`src/rtl/rtype_sequencer.sv`:
```
// Multicycle sequencer: runs MIPS R-type words from a synchronous ROM
// through the R-type datapath (fetch, decode/validate, settle, write back).
module rtype_sequencer #(
  parameter int ADDR_W   = 5,
  parameter int PROG_LEN = 32,
  parameter int CNT_W    = 8
) (
  input  logic              clk,
  input  logic              rst,
  input  logic              start,
  output logic [ADDR_W-1:0] imem_addr,
  input  logic [31:0]       imem_data,
  output logic [31:0]       dp_instr,
  output logic              dp_we,
  input  logic              dp_zf,
  output logic              busy,
  output logic              done,
  output logic              err,
  output logic              zf_last,
  output logic [CNT_W-1:0]  instr_count
);

  typedef enum logic [2:0] {
    S_IDLE,
    S_FETCH,
    S_DECODE,
    S_EXEC,
    S_WB,
    S_DONE,
    S_ERROR
  } state_t;

  // PC also counts retirements of the current run, so it decides run end
  localparam logic [ADDR_W:0] LAST = (ADDR_W+1)'(PROG_LEN);

  state_t            state;
  logic [ADDR_W-1:0] pc;
  logic [ADDR_W:0]   pc_inc;
  logic              funct_ok;
  logic              legal;
  logic              is_end;

  assign imem_addr = pc;
  assign pc_inc    = {1'b0, pc} + (ADDR_W+1)'(1);
  assign is_end    = (imem_data == 32'h0);

  always_comb begin
    funct_ok = 1'b0;
    case (imem_data[5:0])
      6'h20, 6'h22, 6'h24,
      6'h25, 6'h2A: funct_ok = 1'b1;
      default:      funct_ok = 1'b0;
    endcase
  end

  assign legal = (imem_data[31:26] == 6'd0)
              && (imem_data[10:6] == 5'd0)
              && funct_ok;

  always_ff @(posedge clk or posedge rst) begin
    if (rst) begin
      state       <= S_IDLE;
      pc          <= '0;
      dp_instr    <= '0;
      dp_we       <= 1'b0;
      busy        <= 1'b0;
      done        <= 1'b0;
      err         <= 1'b0;
      zf_last     <= 1'b0;
      instr_count <= '0;
    end else begin
      dp_we <= 1'b0;
      done  <= 1'b0;
      unique case (state)
        S_IDLE: begin
          if (start) begin
            pc          <= '0;
            instr_count <= '0;
            err         <= 1'b0;
            zf_last     <= 1'b0;
            busy        <= 1'b1;
            state       <= S_FETCH;
          end
        end
        S_FETCH: state <= S_DECODE;
        S_DECODE: begin
          dp_instr <= imem_data;
          if (is_end) begin
            done  <= 1'b1;
            state <= S_DONE;
          end else if (!legal) begin
            state <= S_ERROR;
          end else begin
            state <= S_EXEC;
          end
        end
        S_EXEC: begin
          // rd == 0 still retires, but the register file is left untouched
          dp_we <= (dp_instr[15:11] != 5'd0);
          state <= S_WB;
        end
        S_WB: begin
          zf_last <= dp_zf;
          if (instr_count != '1)
            instr_count <= instr_count + CNT_W'(1);
          pc <= pc_inc[ADDR_W-1:0];
          if (pc_inc == LAST) begin
            done  <= 1'b1;
            state <= S_DONE;
          end else begin
            state <= S_FETCH;
          end
        end
        S_DONE: begin
          busy  <= 1'b0;
          state <= S_IDLE;
        end
        S_ERROR: begin
          err   <= 1'b1;
          busy  <= 1'b0;
          state <= S_IDLE;
        end
        default: begin
          busy  <= 1'b0;
          state <= S_IDLE;
        end
      endcase
    end
  end

endmodule
```
`config.mk`:
```
export PLATFORM = sky130hd
export DESIGN_NAME = rtype_sequencer
export DESIGN_NICKNAME = d
export VERILOG_FILES = /design/src/rtl/rtype_sequencer.sv
export SDC_FILE = /design/constraint.sdc
export NUM_CORES = 1
export LEC_CHECK = 0
export CORE_MARGIN = 2
export CORE_UTILIZATION = 40
export CTS_CLUSTER_SIZE = 28
export DETAILED_ROUTE_END_ITERATION = 10
export GPL_TIMING_DRIVEN = 1
export PLACE_DENSITY = 0.73
export SYNTH_ARGS = -nofsm -noshare
export SYNTH_HDL_FRONTEND = slang
export SYNTH_SLANG_ARGS = --single-unit
```
`constraint.sdc`:
```
create_clock -name clk -period 2.8 [get_ports clk]
set_input_delay 0.42 -clock clk [delete_from_list [all_inputs] [get_ports clk]]
set_output_delay 0.42 -clock clk [all_outputs]
set_load 0.05 [all_outputs]
```
* Word level (Yosys, flattened, before mapping)
Index checks and enable logic that the tools add are counted.
** Storage, ports and cells
- Flip-flop bits (word level) :: 53
** Cells by class
- Add/sub/neg operators :: 2
- Eq/ne operators :: 14
- Muxes and demuxes :: 20
- Bitwise logic cells :: 1
- Reductions and logical operators :: 15
** Operator list (number)
- 6-bit equality test (second input constant) :: 6
- 32-bit logical NOT :: 1
- 8-bit two-way mux :: 2
- 8-bit case mux with 2 select lines :: 1
- 3-bit case mux with 5 select lines :: 1
- 3-bit two-way mux :: 4
- 5-bit case mux with 2 select lines :: 1
- 8-bit by 1-bit adder with 8-bit output (second input constant) :: 1
- 8-bit inequality test (second input constant) :: 1
- 1-bit case mux with 2 select lines :: 4
- 5-bit by 1-bit adder with 6-bit output (second input constant) :: 1
- 3-bit by 2-bit equality test with 1-bit output (second input constant) :: 2
- 3-bit equality test (second input constant) :: 2
- 6-bit logical NOT :: 1
- 1-bit two-way mux :: 6
- 2-bit AND reduction :: 3
- 5-bit logical NOT :: 1
- 5-bit two-way mux :: 1
- 5-bit nonzero test :: 1
- 5-bit OR reduction :: 1
- 2-bit inequality test (second input constant) :: 2
- 2-bit nonzero test :: 2
- 4-bit OR reduction :: 1
- 3-bit by 1-bit equality test with 1-bit output (second input constant) :: 1
- 4 further kinds :: 5

* Longest topological paths before layout
- Depth in word-level cells :: 7
- Gate-level depth with buffers :: 6
- Gate-level depth less buffers :: 5

* Least setup slack after synthesis
No wires, ideal clock.
- Path kind :: register to register
- From :: register instr_count[0]
- To :: register instr_count[4]
- Data arrival time :: 1.739 ns
- Data required time :: 2.723 ns
- Slack :: 0.983 ns
- Cell stages (with the launch flop) :: 5
- Cells stage by stage :: dfrtp_1 ha_1 nand3_1 or4_1 a21oi_1
** Between the ends
- Word-level cells in the longest chain between the ends :: 3
- Elaborated cells between the ends (all ways) :: 6
- Classes of those cells :: add/sub (1); eq/ne (2); mux (2); reduce/logical (1)
** RTL lines
- start: declaration :: RTL line 20 : output logic [CNT_W-1:0] instr_count
- start signal: assignment :: RTL line 105 : instr_count <= instr_count + CNT_W'(1);
- 8-bit by 1-bit adder with 8-bit output or 8-bit inequality test (tied branches) :: RTL line 105, 104
- 8-bit two-way mux or 2-bit inequality test (tied branches)
- 8-bit case mux with 2 select lines or 3-bit AND reduction (tied branches)
Parallel ways exist; a longest one is shown, timed or not. The select of a mux whose other input is x is not followed.
A chain may end at the register's enable or synchronous reset.

* Worst setup path after layout
- From :: register instr_count[2]
- To :: output instr_count[2]
No word-level cell between the ends.

==> impl_metrics.ini <==
[status]
status = finished, final reports clean

[route]
ant_nets = 0
viasPerCell = 5.122
detail_route.iter0.violations = 93
routedWlPerCell_um = 14.86
first_pass_iters = 4
routed_wl_um = 5245
vias = 1808
drc = 0

[power_and_ir_drop]
ir_drop_mv = 0.8018
switching_power_mw = 1.927
power.density_nw_per_um2 = 1222
clkPwrFrac_pct = 12.8
power.leakage_nw = 1.365
switching_share_pct = 46.21
seqPwrFrac_pct = 31.0
power.internal_mw = 2.243
p_comb_share_pct = 56.1

[die]
die_y_um = 80.71
fp.coreArea_um2 = 5608
initial_core_util_pct = 41.97
num_rows = 27
die_area_um2 = 6513
dieWidth_um = 80.71
io_pins = 86

[setup_path]
cp_num_buf_inv = 1
worst-path-max-fanout = 8
cp-end-kind = primary output
crit_chain = clkdlybuf4s50_1
crit_required_ps = 2380
cpMaxStageDelayCell = clkdlybuf4s50_1
cp-start-kind = flip-flop
cpPeakStageDelay_ps = 850
cp.arrival_ps = 1630
path_delay_family = buffers and inverters
crit_type = flip-flop to primary output

[synthesis]
synthFlopType = dfrtp_1
yosysSeqAreaShare_pct = 56.35
synth_warnings = 0
synth_cell_type_count = 37
syn_area_um2 = 2354
avgSynthCellArea_um2 = 12.32
synth_edf_count = 0
ys_async_sr_fraction_pct = 100.0
syn_nets = 230
netlist_instances = 191
synth-seq-cells = 53

[worst_hold_path]
hp-class = primary input to async pin

[finish]
final_common_cell = clkdlybuf4s50_1
layout-drive-gt1-share_pct = 15.30
fin_nets = 319
final_cell_mix = clkdlybuf4s50_1 (85), dfrtp_1 (53), mux2_2 (25), nand2_1 (12), nor4_1 (10)
area_delta_synth_final_pct = 45.03
antenna_cells = 0

[timing]
worst_slew_pin_slew_ps = 545.8
setup_viol = 0
whs_ps = 476.4
finalCritPeriodShare_pct = 73.16
drv_slew = 0
rsz0062_at_grt = false
finalClockSkew_ps = 4.187
fin_setup_tns_ps = 0
finalHoldViolCount = 0
period_needed_ps = 2048
max_clock_freq_mhz = 488.2
max_slew_margin_pct = 63.50

[clocking]
numCtsBuffers = 5
post_cts_resized = 0
clockBufferDepth = 2
cts_sinks = 53
clock_latency_ps = 300
clk_pin_slew_ps = 90
cts_tree = yes
post-cts-setup-buffer-count = 0
htreeDepth = 2
cts-root-buf = clkbuf_8
cts_hold_buf = 0

[placed_design]
hpwl_um = 3801
gp_congestion = 0.8568
numPortBuffers = 85

[run]
maxCapViolations = 0

[global_routing]
grt_start_max_net_pins = 54
grt_use_met3_pct = 9.663
grt_usage_pct = 17.90
grt_pass1_vias = 1834
grt_antenna_before_repair = 0
met1_usage_pct = 23.25
top_usage_layer = met2
met2_usage_pct = 25.58
grt_overflow = 0
grt_pass1_wl_um = 8852
sequential cells by signal (all words and copies together) (netlist names):
register,cells
dp_instr,32
dp_we,1
done,1
instr_count,8
zf_last,1
err,1
imem_addr,5
state,3
busy,1
stage by stage:
step	util [%]	instance area, um^2	setup WS [ps]	instances	total power [mW]
after floorplan	-	2354	983.2	191	2.887
after global placement	58.79	3297	721.8	345	3.643
after detailed placement	58.79	3297	721.0	345	3.663
after CTS	60.87	3413	741.4	353	4.214
after global routing	60.87	3413	702.1	353	4.389
final	60.87	3413	751.5	353	4.170
per-layer routing:
metal / wire (um) / vias up
li1: - / 877
met1: 2243 / 858
met2: 2328 / 65
met3: 582 / 8
met4: 89 / 0
met5: 0 / -
cell families after synthesis:
logic type | Yosys count | synth area share (%)
buf+inv | 11 | 2.286
fa+ha+maj | 3 | 1.595
simple gates | 62 | 15.84
mux | 35 | 16.59
compound gates | 25 | 6.592
xor+xnor | 2 | 0.7444
flops | 53 | 56.35
cell usage after synthesis, types with 5 or more instances:
library cell   n  area (um^2)
a21oi_1        5        25.02
dfrtp_1       53         1326
inv_1          5        18.77
mux2_1         7        78.83
mux2_2        25        281.5
nand2_1       12        45.04
nand3_1        7        35.03
nand4_1        5        31.28
nor2_1         7        26.28
nor4_1        10        62.56
o21ai_0        7        35.03
final timing paths:
| path | start | end | slack [ps] | cells after the start |
|---|---|---|---|---|
| hold reg to reg | busy | busy | 490 | 2 |
| setup / recovery | instr_count[2] | instr_count[2] | 750 | 1 |
| min in group clk | busy | busy | 490 | 2 |
| setup reg to reg | state[0] | instr_count[3] | 900 | 4 |
| max in group asynchronous | rst | dp_we | 2090 | 3 |
| hold / removal | rst | instr_count[1] | 480 | 3 |
power by group through the flow:
| stage | registers, mW | clock network (mW) | logic (mW) |
|---|---|---|---|
| 6_report | 1.29 | 0.536 | 2.34 |
| 5_1_grt | 1.35 | 0.573 | 2.47 |
| 4_1_cts | 1.30 | 0.553 | 2.36 |
| 3_5_place_dp | 1.31 | 0 | 2.35 |
| 3_3_place_gp | 1.30 | 0 | 2.35 |
| 2_1_floorplan | 2.25 | 0 | 0.634 |
cell type report:
type	instances	area, um^2
Timing Repair Buffer	88	885.9
Inverter	5	18.77
Tap cell	72	90.09
Clock buffer	7	86.33
Fill cell	469	2195
Sequential cell	53	1326
Clock inverter	1	30.03
Multi-Input combinational cell	127	975.9
No activity file was read; power rests on OpenSTA's default activity.
